<file path="src/rtl/cfg_ls_stream_sel_loader_if.sv">
// Handshake bundle for cfg_ls_stream_sel_loader.
//   start_i / base_addr_i / n_entries_i : load command (sampled together)
//   cfg_valid_i / cfg_data_i / cfg_ready_o : configuration word stream
//   busy_o / done_o : load status
// master drives the command and stream; slave is the loader.
interface cfg_ls_stream_sel_loader_if #(
  parameter int N_ADDR_BITS_KMEM = 4
);
  logic                        start_i;
  logic [N_ADDR_BITS_KMEM-1:0] base_addr_i;
  logic [N_ADDR_BITS_KMEM:0]   n_entries_i;
  logic                        cfg_valid_i;
  logic [31:0]                 cfg_data_i;
  logic                        cfg_ready_o;
  logic                        busy_o;
  logic                        done_o;

  modport slave (
    input  start_i, base_addr_i, n_entries_i, cfg_valid_i, cfg_data_i,
    output cfg_ready_o, busy_o, done_o
  );

  modport master (
    output start_i, base_addr_i, n_entries_i, cfg_valid_i, cfg_data_i,
    input  cfg_ready_o, busy_o, done_o
  );
endinterface

</file>
<file path="src/rtl/cfg_ls_stream_sel_loader.sv">
// Load/store stream-select configuration writer.
// A start command latches a base kmem entry and an entry count, then each
// accepted 32-bit word fills one (bank group, bank) slot of the current entry:
// bits [LOG_N_AGE_PER_STREAM-1:0] -> load select, bits [16 +: LOG_N_PE_PER_GROUP]
// -> store select. Bank is the fastest index, then group, then entry.
// Ports:
//   clk_i, rst_i                 clock, synchronous active-high reset
//   bus (slave)                  command, word stream, ready/busy/done
//   reg_cfg_l_stream_sel_o       [group][bank][entry] load select array
//   reg_cfg_s_stream_sel_o       [group][bank][entry] store select array
module cfg_ls_stream_sel_loader #(
  parameter int N_BANKS_GROUP        = 4,
  parameter int N_BANKS_PER_STREAM   = 2,
  parameter int KMEM_SIZE            = 16,
  parameter int N_ADDR_BITS_KMEM     = 4,
  parameter int LOG_N_AGE_PER_STREAM = 2,
  parameter int LOG_N_PE_PER_GROUP   = 2
) (
  input  logic clk_i,
  input  logic rst_i,
  cfg_ls_stream_sel_loader_if.slave bus,
  output logic [N_BANKS_GROUP-1:0][N_BANKS_PER_STREAM-1:0][KMEM_SIZE-1:0][LOG_N_AGE_PER_STREAM-1:0]
               reg_cfg_l_stream_sel_o,
  output logic [N_BANKS_GROUP-1:0][N_BANKS_PER_STREAM-1:0][KMEM_SIZE-1:0][LOG_N_PE_PER_GROUP-1:0]
               reg_cfg_s_stream_sel_o
);
  localparam int AW = N_ADDR_BITS_KMEM;
  localparam int CW = N_ADDR_BITS_KMEM + 1;
  localparam int GW = (N_BANKS_GROUP > 1) ? $clog2(N_BANKS_GROUP) : 1;
  localparam int BW = (N_BANKS_PER_STREAM > 1) ? $clog2(N_BANKS_PER_STREAM) : 1;
  localparam logic [31:0] USED_MASK =
    ((32'd1 << LOG_N_AGE_PER_STREAM) - 32'd1) | (((32'd1 << LOG_N_PE_PER_GROUP) - 32'd1) << 16);

  typedef enum logic [1:0] {IDLE, LOAD, DONE} state_e;
  typedef logic [N_BANKS_GROUP-1:0][N_BANKS_PER_STREAM-1:0][KMEM_SIZE-1:0][LOG_N_AGE_PER_STREAM-1:0] l_arr_t;
  typedef logic [N_BANKS_GROUP-1:0][N_BANKS_PER_STREAM-1:0][KMEM_SIZE-1:0][LOG_N_PE_PER_GROUP-1:0]   s_arr_t;

  state_e          state_q, state_d;
  logic [AW-1:0]   ptr_q, ptr_d;
  logic [CW-1:0]   cnt_q, cnt_d;
  logic [GW-1:0]   gi_q, gi_d;
  logic [BW-1:0]   bj_q, bj_d;
  l_arr_t          l_q, l_d;
  s_arr_t          s_q, s_d;
  logic            ready_q, ready_d;
  logic            busy_q, busy_d;
  logic            done_q, done_d;

  // Bits outside the two select fields carry no meaning.
  logic [31:0] data_unused_bits;
  assign data_unused_bits = bus.cfg_data_i & ~USED_MASK;

  always_comb begin
    state_d = state_q;
    ptr_d   = ptr_q;
    cnt_d   = cnt_q;
    gi_d    = gi_q;
    bj_d    = bj_q;
    l_d     = l_q;
    s_d     = s_q;
    case (state_q)
      IDLE: begin
        if (bus.start_i) begin
          if (bus.n_entries_i == '0) begin
            state_d = DONE;
          end else begin
            ptr_d   = bus.base_addr_i;
            // Counts beyond the table size would only rewrite wrapped entries.
            cnt_d   = (bus.n_entries_i > CW'(KMEM_SIZE)) ? CW'(KMEM_SIZE) : bus.n_entries_i;
            gi_d    = '0;
            bj_d    = '0;
            state_d = LOAD;
          end
        end
      end
      LOAD: begin
        if (bus.cfg_valid_i) begin
          l_d[gi_q][bj_q][ptr_q] = bus.cfg_data_i[LOG_N_AGE_PER_STREAM-1:0];
          s_d[gi_q][bj_q][ptr_q] = bus.cfg_data_i[16 +: LOG_N_PE_PER_GROUP];
          if (bj_q == BW'(N_BANKS_PER_STREAM-1)) begin
            bj_d = '0;
            if (gi_q == GW'(N_BANKS_GROUP-1)) begin
              gi_d  = '0;
              ptr_d = (ptr_q == AW'(KMEM_SIZE-1)) ? '0 : ptr_q + 1'b1;
              cnt_d = cnt_q - 1'b1;
              if (cnt_q == CW'(1)) state_d = DONE;
            end else begin
              gi_d = gi_q + 1'b1;
            end
          end else begin
            bj_d = bj_q + 1'b1;
          end
        end
      end
      DONE:    state_d = IDLE;
      default: state_d = IDLE;
    endcase
    // Status outputs are registered decodes of the next state.
    ready_d = (state_d == LOAD);
    busy_d  = (state_d != IDLE);
    done_d  = (state_d == DONE);
  end

  always_ff @(posedge clk_i) begin
    if (rst_i) begin
      state_q <= IDLE;
      ptr_q   <= '0;
      cnt_q   <= '0;
      gi_q    <= '0;
      bj_q    <= '0;
      l_q     <= '0;
      s_q     <= '0;
      ready_q <= 1'b0;
      busy_q  <= 1'b0;
      done_q  <= 1'b0;
    end else begin
      state_q <= state_d;
      ptr_q   <= ptr_d;
      cnt_q   <= cnt_d;
      gi_q    <= gi_d;
      bj_q    <= bj_d;
      l_q     <= l_d;
      s_q     <= s_d;
      ready_q <= ready_d;
      busy_q  <= busy_d;
      done_q  <= done_d;
    end
  end

  assign bus.cfg_ready_o         = ready_q;
  assign bus.busy_o              = busy_q;
  assign bus.done_o              = done_q;
  assign reg_cfg_l_stream_sel_o  = l_q;
  assign reg_cfg_s_stream_sel_o  = s_q;
endmodule

</file>
<file path="src/flat_wrapper.sv">
// flat-port wrapper written by rule: the top's interface ports become plain ports
module cfg_ls_stream_sel_loader_flat 
#(
  parameter int N_BANKS_GROUP        = 4,
  parameter int N_BANKS_PER_STREAM   = 2,
  parameter int KMEM_SIZE            = 16,
  parameter int N_ADDR_BITS_KMEM     = 4,
  parameter int LOG_N_AGE_PER_STREAM = 2,
  parameter int LOG_N_PE_PER_GROUP   = 2
)
  (clk_i, rst_i, reg_cfg_l_stream_sel_o, reg_cfg_s_stream_sel_o, bus_start_i, bus_base_addr_i, bus_n_entries_i, bus_cfg_valid_i, bus_cfg_data_i, bus_cfg_ready_o, bus_busy_o, bus_done_o);
  cfg_ls_stream_sel_loader_if #(.N_ADDR_BITS_KMEM(N_ADDR_BITS_KMEM)) bus_i ();
  input  logic clk_i;
  input  logic rst_i;
  output logic [N_BANKS_GROUP-1:0][N_BANKS_PER_STREAM-1:0][KMEM_SIZE-1:0][LOG_N_AGE_PER_STREAM-1:0] reg_cfg_l_stream_sel_o;
  output logic [N_BANKS_GROUP-1:0][N_BANKS_PER_STREAM-1:0][KMEM_SIZE-1:0][LOG_N_PE_PER_GROUP-1:0] reg_cfg_s_stream_sel_o;
  input wire logic [$bits(bus_i.start_i)-1:0] bus_start_i;
  input wire logic [$bits(bus_i.base_addr_i)-1:0] bus_base_addr_i;
  input wire logic [$bits(bus_i.n_entries_i)-1:0] bus_n_entries_i;
  input wire logic [$bits(bus_i.cfg_valid_i)-1:0] bus_cfg_valid_i;
  input wire logic [$bits(bus_i.cfg_data_i)-1:0] bus_cfg_data_i;
  output wire logic [$bits(bus_i.cfg_ready_o)-1:0] bus_cfg_ready_o;
  output wire logic [$bits(bus_i.busy_o)-1:0] bus_busy_o;
  output wire logic [$bits(bus_i.done_o)-1:0] bus_done_o;
  assign bus_i.start_i = bus_start_i;
  assign bus_i.base_addr_i = bus_base_addr_i;
  assign bus_i.n_entries_i = bus_n_entries_i;
  assign bus_i.cfg_valid_i = bus_cfg_valid_i;
  assign bus_i.cfg_data_i = bus_cfg_data_i;
  assign bus_cfg_ready_o = bus_i.cfg_ready_o;
  assign bus_busy_o = bus_i.busy_o;
  assign bus_done_o = bus_i.done_o;
  cfg_ls_stream_sel_loader #(.N_BANKS_GROUP(N_BANKS_GROUP), .N_BANKS_PER_STREAM(N_BANKS_PER_STREAM), .KMEM_SIZE(KMEM_SIZE), .N_ADDR_BITS_KMEM(N_ADDR_BITS_KMEM), .LOG_N_AGE_PER_STREAM(LOG_N_AGE_PER_STREAM), .LOG_N_PE_PER_GROUP(LOG_N_PE_PER_GROUP)) u_core (.clk_i(clk_i), .rst_i(rst_i), .bus(bus_i), .reg_cfg_l_stream_sel_o(reg_cfg_l_stream_sel_o), .reg_cfg_s_stream_sel_o(reg_cfg_s_stream_sel_o));
endmodule
</file>
<file path="config.mk">
export PLATFORM = sky130hd
export DESIGN_NAME = cfg_ls_stream_sel_loader_flat
export DESIGN_NICKNAME = d
export VERILOG_FILES = /design/src/rtl/cfg_ls_stream_sel_loader_if.sv /design/src/rtl/cfg_ls_stream_sel_loader.sv /design/src/flat_wrapper.sv
export SDC_FILE = /design/constraint.sdc
export NUM_CORES = 1
export LEC_CHECK = 0
export ABC_AREA = 0
export CAP_MARGIN = 20
export CELL_PAD_IN_SITES_DETAIL_PLACEMENT = 1
export CELL_PAD_IN_SITES_GLOBAL_PLACEMENT = 1
export CORE_UTILIZATION = 37
export DETAILED_ROUTE_END_ITERATION = 10
export GPL_TIMING_DRIVEN = 0
export MAX_ROUTING_LAYER = met4
export PLACE_DENSITY = 0.89
export RECOVER_POWER = 50
export SLEW_MARGIN = 20
export SYNTH_ARGS = -nofsm -noshare
export SYNTH_HDL_FRONTEND = slang
export SYNTH_SLANG_ARGS = --single-unit
</file>
<file path="constraint.sdc">
create_clock -name clk_i -period 4.3 [get_ports clk_i]
set_clock_uncertainty 0.1 [all_clocks]
set_input_delay 0.43 -clock clk_i [delete_from_list [all_inputs] [get_ports clk_i]]
set_output_delay 0.43 -clock clk_i [all_outputs]
set_load 0.005 [all_outputs]
</file>
==> flow_metrics.py, run 1 <==
metrics = {
    "yosys": {
        "synth.distinct_cells": 46,
        "syn-cell-area_um2": 20300,
        "synth-main-ff-cell": "dfxtp_1",
        "async_flop_share": 0,
        "netlist_instances": 2594,
        "ys_ff_latch": 529,
        "yosysSeqAreaShare": 0.521,
        "synth.net_count": 2649,
        "synth_edf_count": 0,
        "synth_warnings": 0,
        "syn_avg_cell_area_um2": 7.84,
    },
    "place": {
        "dp_hpwl_um": 81900,
        "dp_cells": 3815,
        "placed_cell_area_um2": 26500,
        "place_ws_ns": 1.72,
        "gp_congestion": 0.968,
        "portBuffers": 525,
    },
    "critical_path": {
        "worst_path_most_repeated_cell": "clkbuf_1",
        "cpLargestDelayFamily": "buffers and inverters",
        "slowest_delay_ns": 0.70,
        "r2r_end": "u_core.reg_cfg_s_stream_sel_o[53]$_SDFFE_PP0P_",
        "cp-start-kind": "flop",
        "crit_fanout": 10,
        "r2r_cells": 7,
        "crit_chain": "clkbuf_1, clkbuf_1, nand4b_1, clkbuf_1, nor2_1, nand2_1, a21oi_1",
        "reg2reg_from": "u_core.state_q[0]$_SDFF_PP0_",
        "cp_num_buf_inv": 3,
        "worstPathArrival_ns": 3.60,
        "path_class": "reg2reg",
        "end_kind": "flop",
        "cp.required_ns": 4.74,
        "crit_slowest_cell": "nand4b_1",
        "reg2reg_slack_ns": 1.14,
    },
    "power": {
        "netSwitchingFraction": 0.243,
        "p_int_mw": 8.03,
        "powerDensity_nw_per_um2": 374,
        "switchingPower_mw": 2.57,
        "power.leakage_nw": 10.6,
        "power_frac_comb": 0.051,
        "irDropWorstVdd_mv": 0.331,
        "power_frac_clock": 0.484,
        "seqPwrFrac": 0.464,
    },
    "cells_and_area": {
        "final_cells": 3923,
        "area_growth_pct": 39.4,
        "drive_above_1_share": 0.0580,
        "nets": 3231,
        "final_area_um2": 28300,
    },
    "floorplanning": {
        "num_io_pins": 560,
        "start_util": 0.376,
        "die_h_um": 236,
        "die_w_um": 236,
        "rows": 85,
        "coreArea_um2": 54000,
        "die-area_um2": 55900,
    },
    "global_route": {
        "antenna_found_initial": 4,
        "overflow": 0,
        "grtUsageTotal": 0.390,
        "grt_max_degree": 15,
        "grt_pass1_vias": 23806,
        "grt_pass1_wl_um": 158000,
    },
    "clock_network": {
        "htree_levels": 2,
        "insertion_delay_ns": 0.62,
        "clock-sinks": 529,
        "cts_hold_buf": 0,
        "cts_resized": 0,
        "cts_buffers": 55,
        "post-cts-setup-buffers": 0,
        "cts_tree": "done",
        "ctsRootBufferMaster": "clkbuf_16",
        "cts_max_path_buffers": 3,
        "clk_pin_slew_ns": 0.06,
    },
    "timing": {
        "slew_headroom": 0.208,
        "layout_min_cycle_time_ns": 3.16,
        "setup_viol": 0,
        "setup-tns-final_ns": 0,
        "fin_crit_sh": 0.736,
        "setup_slack_ns": 1.14,
        "hold_viol_final": 0,
        "finalMaxSlewViolations": 0,
        "rsz0062_at_grt": "no",
        "tightest_slew_ns": 1.19,
        "max_freq_mhz": 316,
    },
    "route": {
        "first_pass_iters": 7,
        "ant_nets": 0,
        "wl_per_cell_um": 27.9,
        "first_iter_violations": 1910,
        "drc_errors": 0,
        "viasPerCell": 5.98,
        "wl_um": 109000,
        "vias": 23467,
    },
    "job": {
        "maxCapViolations": 0,
    },
    "worst_hold_path": {
        "hold_class": "in2reg",
        "min_to": "u_core.bus.busy_o$_SDFF_PP0_",
        "worstHoldStart": "rst_i",
        "min_delay_path_depth": 2,
    },
    "outcome": {
        "outcome": "completed",
    },
}
==> cell families after synthesis <==
logic type,count (synthesis),share of synthesized area
muxes,2,0.000984
and+or+nand+nor,978,0.215
buffers and inverters,274,0.0564
AOI/OAI and AO/OA,800,0.201
DFF,529,0.521
adders and majority gates,10,0.00615
xor gates and xnor gates,1,0.000431
==> power by group through the flow <==
| stage | sequential (mW) | combinational (mW) | clock (mW) |
|---|---|---|---|
| after CTS | 4.92 | 0.532 | 5.12 |
| after global placement | 5.03 | 0.513 | 0 |
| after detailed placement | 5.03 | 0.527 | 0 |
| after floorplan | 5.03 | 0.282 | 0 |
| final | 4.92 | 0.544 | 5.13 |
| after global routing | 4.92 | 0.559 | 5.31 |
==> Yosys cell counts, types with 5 or more instances <==
cell,number,area share
nand2_1,580,0.11
dfxtp_1,529,0.52
a21oi_1,520,0.13
o21ai_0,262,0.064
nand3_1,256,0.063
clkbuf_1,175,0.032
buf_2,69,0.017
nor2_1,65,0.012
buf_1,14,0.0026
nand4b_1,14,0.0060
nor2_2,12,0.0037
ha_1,10,0.0062
inv_1,9,0.0017
and4bb_2,7,0.0043
nor4bb_1,6,0.0030
buf_4,5,0.0018
nand4_1,5,0.0015
==> cell usage in the layout (no fill, tap or decap), types with 2 or more instances in the layout <==
cell type,synthesis,final
a211oi_1,4,4
a21oi_1,520,520
a311oi_1,2,2
a31oi_1,3,3
and2_1,2,2
and3_1,3,3
and4b_1,4,4
and4bb_2,7,7
buf_1,14,14
buf_2,69,62
buf_4,5,4
bufinv_16,0,5
clkbuf_1,175,191
clkbuf_16,0,56
clkbuf_8,0,19
clkdlybuf4s50_1,0,38
clkinv_2,0,13
dfxtp_1,529,529
diode_2,0,5
dlygate4sd3_1,0,487
ha_1,10,10
inv_1,9,9
mux2i_1,2,2
nand2_1,580,580
nand2b_1,3,3
nand3_1,256,256
nand4_1,5,6
nand4b_1,14,15
nor2_1,65,65
nor2_2,12,12
nor3_1,4,4
nor3b_1,3,3
nor4b_1,4,4
nor4bb_1,6,6
o21ai_0,262,262
o32ai_1,3,3
or4_1,2,2
==> metrics by stage <==
step | total power, mW | hold slack [ns] | util
after floorplan | 5.31 | 0.353 | -
after global placement | 5.55 | 0.344 | 0.490
after detailed placement | 5.56 | 0.350 | 0.490
after CTS | 10.6 | 0.217 | 0.526
after global routing | 10.8 | 0.277 | 0.525
final | 10.6 | 0.246 | 0.525
==> per-layer routing <==
layer | share of wire | wire length (um) | global-route usage | vias up
met1 | 0.38 | 42000 | 0.461 | 11738
li1 | - | - | - | 10024
met4 | 0.054 | 5910 | 0.196 | 0
met3 | 0.085 | 9340 | 0.0674 | 334
met2 | 0.48 | 52100 | 0.638 | 1371
met5 | 0 | 0 | - | -
==> area by class of cell <==
class	count	area [um^2]
Buffer	265	1090
Clock buffer	82	1690
Timing Repair Buffer	525	5260
Tap cell	696	871
Clock inverter	21	248
Antenna cell	5	12.5
Multi-Input combinational cell	1791	8560
Sequential cell	529	10600
Fill cell	6503	25700
Inverter	9	33.8
==> sequential cells by signal, summed over array words and instances (netlist names) <==
signal / count
u_core.reg_cfg_l_stream_sel_o: 256
u_core.gi_q: 2
u_core.bus.cfg_ready_o: 1
u_core.bj_q: 1
u_core.bus.busy_o: 1
u_core.state_q: 2
u_core.bus.done_o: 1
u_core.ptr_q: 4
u_core.cnt_q: 5
u_core.reg_cfg_s_stream_sel_o: 256
==> how the worst max path moves through the flow <==
| stage | from | end | slack [ns] | depth (start not counted) |
|---|---|---|---|---|
| final | u_core.state_q[0]$_SDFF_PP0_ | u_core.reg_cfg_s_stream_sel_o[53]$_SDFFE_PP0P_ | 1.14 | 7 |
| after global routing | u_core.state_q[0]$_SDFF_PP0_ | u_core.ptr_q[2]$_SDFFE_PP0P_ | 1.07 | 6 |
| after CTS | u_core.ptr_q[0]$_SDFFE_PP0P_ | u_core.reg_cfg_l_stream_sel_o[5]$_SDFFE_PP0P_ | 1.85 | 7 |
| after detailed placement | rst_i | u_core.reg_cfg_l_stream_sel_o[7]$_SDFFE_PP0P_ | 1.72 | 4 |
| after global placement | rst_i | u_core.reg_cfg_l_stream_sel_o[198]$_SDFFE_PP0P_ | 1.77 | 4 |
| after floorplan | u_core.gi_q[0]$_SDFFE_PP0P_ | u_core.ptr_q[3]$_SDFFE_PP0P_ | 2.56 | 5 |
(Power assumes the default switching activity.)
==> inputs of run 2 (changes only) <==
- CORE_UTILIZATION: 37 -> 35
- PLACE_DENSITY: 0.89 -> 0.85
- clock period: 4.3 -> 3.2 ns (I/O delays scaled with it)
==> run 2 against run 1 <==
  * Via count fell by 2.1%
  * Wire length is 0.77% higher
  * Final cell count is 1.5% higher
  * Fmax rose by 19%
  * Hold slack got worse by 0.12 ns
  * Largest power group unchanged
  * Highest routed layer unchanged
==> flow_metrics.py, run 2 (synthesized netlist as in run 1, its figures left out) <==
metrics = {
    "critical_path": {
        "r2r_cells": 6,
        "end_kind": "flop",
        "crit_start": "u_core.state_q[0]$_SDFF_PP0_",
        "cp.required_ns": 3.64,
        "crit_slowest_cell": "a221oi_1",
        "crit_chain": "clkbuf_1, buf_8, nand4_1, a221oi_1, o21ai_0, a21oi_1",
        "path_class": "reg2reg",
        "reg2reg_slack_ns": 0.53,
        "worstPathArrival_ns": 3.10,
        "cp-endpoint": "u_core.ptr_q[2]$_SDFFE_PP0P_",
        "slowest_delay_ns": 1.03,
        "r2r_end": "u_core.ptr_q[2]$_SDFFE_PP0P_",
        "cp-start-kind": "flop",
        "crit_fanout": 10,
        "reg2reg_from": "u_core.state_q[0]$_SDFF_PP0_",
    },
    "floorplanning": {
        "die-area_um2": 59100,
        "die_h_um": 243,
        "die_w_um": 243,
        "num_io_pins": 560,
        "start_util": 0.357,
        "coreArea_um2": 56900,
        "rows": 87,
    },
    "route": {
        "ant_nets": 0,
        "wl_per_cell_um": 27.7,
        "wl_um": 110000,
        "viasPerCell": 5.77,
        "first_pass_iters": 5,
        "drc_errors": 0,
        "vias": 22969,
        "first_iter_violations": 1895,
    },
    "cells_and_area": {
        "final_cells": 3983,
        "nets": 3232,
        "fill_cells": 6833,
        "drive_above_1_share": 0.0580,
        "mostFrequentLayoutCell": "nand2_1",
        "mostFrequentLayoutCells": "580 x nand2_1, 529 x dfxtp_1, 520 x a21oi_1",
        "area_growth_pct": 39.7,
    },
    "clock_network": {
        "insertion_delay_ns": 0.62,
        "htree_levels": 2,
        "clock-sinks": 529,
        "ctsRootBufferMaster": "clkbuf_16",
        "post-cts-setup-buffers": 0,
        "cts_buffers": 56,
        "cts_max_path_buffers": 3,
        "clk_pin_slew_ns": 0.06,
        "cts_hold_buf": 0,
        "cts_resized": 0,
        "cts_tree": "done",
    },
    "timing": {
        "finalMaxSlewViolations": 0,
        "hold_viol_final": 0,
        "setup_viol": 0,
        "fin_crit_sh": 0.833,
        "rsz0062_at_grt": "no",
        "setup-tns-final_ns": 0,
        "hold-worst-slack_ns": 0.122,
        "max_freq_mhz": 375,
        "layout_min_cycle_time_ns": 2.67,
        "tightest_slew_ns": 1.21,
        "slew_headroom": 0.195,
        "setup_slack_ns": 0.534,
    },
    "worst_hold_path": {
        "hold_class": "in2reg",
        "worstHoldStart": "rst_i",
    },
    "place": {
        "dp_hpwl_um": 83000,
        "portBuffers": 525,
        "dp_cells": 3875,
        "place_ws_ns": 0.658,
        "gp_congestion": 0.960,
    },
    "power": {
        "power.leakage_nw": 10.7,
        "powerDensity_nw_per_um2": 501,
        "irDropWorstVdd_mv": 0.437,
        "power.total_mw": 14.2,
    },
    "global_route": {
        "grt_pass1_vias": 23777,
        "overflow": 0,
        "antenna_found_initial": 7,
        "grt_pass1_wl_um": 159000,
        "grtUsageTotal": 0.373,
        "grt_max_degree": 15,
    },
    "job": {
        "maxCapViolations": 0,
    },
    "outcome": {
        "outcome": "completed",
    },
}
run 2: cell count changes in the layout (fill, tap and decap cells not counted), sizes merged:
| cell | delta |
|---|---|
| clkinvlp | +1 |
| inv | +1 |
| clkinv | -7 |
| buf | +7 |
| clkdlybuf4s50 | -21 |
| clkbuf | -2 |
| dlygate4sd3 | +21 |
run 2: stage by stage:
stage          area, um^2  utilization
5_1_grt             28400        0.499
3_3_place_gp        26500        0.466
2_1_floorplan       20300            -
3_5_place_dp        26500        0.466
4_1_cts             28400        0.500
6_report            28400        0.499
run 2: worst max-delay path, delay by kind of cell, from the launching register on:
family                 cells  cell delay [ns]
AOI/OAI and AO/OA          3             1.47
buffers and inverters      2             0.56
DFF                        1             0.31
and+or+nand+nor            1             0.15
run 2: layout make-up:
class	instances	area, um^2	share of cell area
buffer	265	1110	0.0390
inverter	9	33.8	0.00119
tap	756	946	0.0333
clock buffer	87	1690	0.0594
sequential	529	10600	0.373
timing repair buffer	525	5260	0.185
multi-input combinational	1791	8570	0.301
antenna	5	12.5	0.000440
clock inverter	16	218	0.00766
run 2: power breakdown:
| group | internal [mW] | switching (mW) | total (mW) |
|---|---|---|---|
| combinational | 0.142 | 0.601 | 0.743 |
| sequential | 6.60 | 0.0153 | 6.62 |
| clock | 4.02 | 2.86 | 6.87 |
| total | 10.8 | 3.47 | 14.2 |
run 2: how the worst min path moves through the flow:
stage / cells past startpoint / endpoint
after floorplan: 2 / u_core.reg_cfg_l_stream_sel_o[0]$_SDFFE_PP0P_
after global placement: 2 / u_core.reg_cfg_s_stream_sel_o[230]$_SDFFE_PP0P_
after detailed placement: 2 / u_core.reg_cfg_l_stream_sel_o[12]$_SDFFE_PP0P_
after CTS: 2 / u_core.bus.busy_o$_SDFF_PP0_
after global routing: 2 / u_core.bus.busy_o$_SDFF_PP0_
final: 2 / u_core.bus.busy_o$_SDFF_PP0_
run 2: per-layer routing:
| metal | vias to the layer above | wire [um] | track usage |
|---|---|---|---|
| met4 | 0 | 5380 | 0.174 |
| met5 | - | 0 | - |
| met2 | 1197 | 51900 | 0.605 |
| met1 | 11467 | 44400 | 0.445 |
| li1 | 9998 | - | - |
| met3 | 307 | 8490 | 0.0715 |
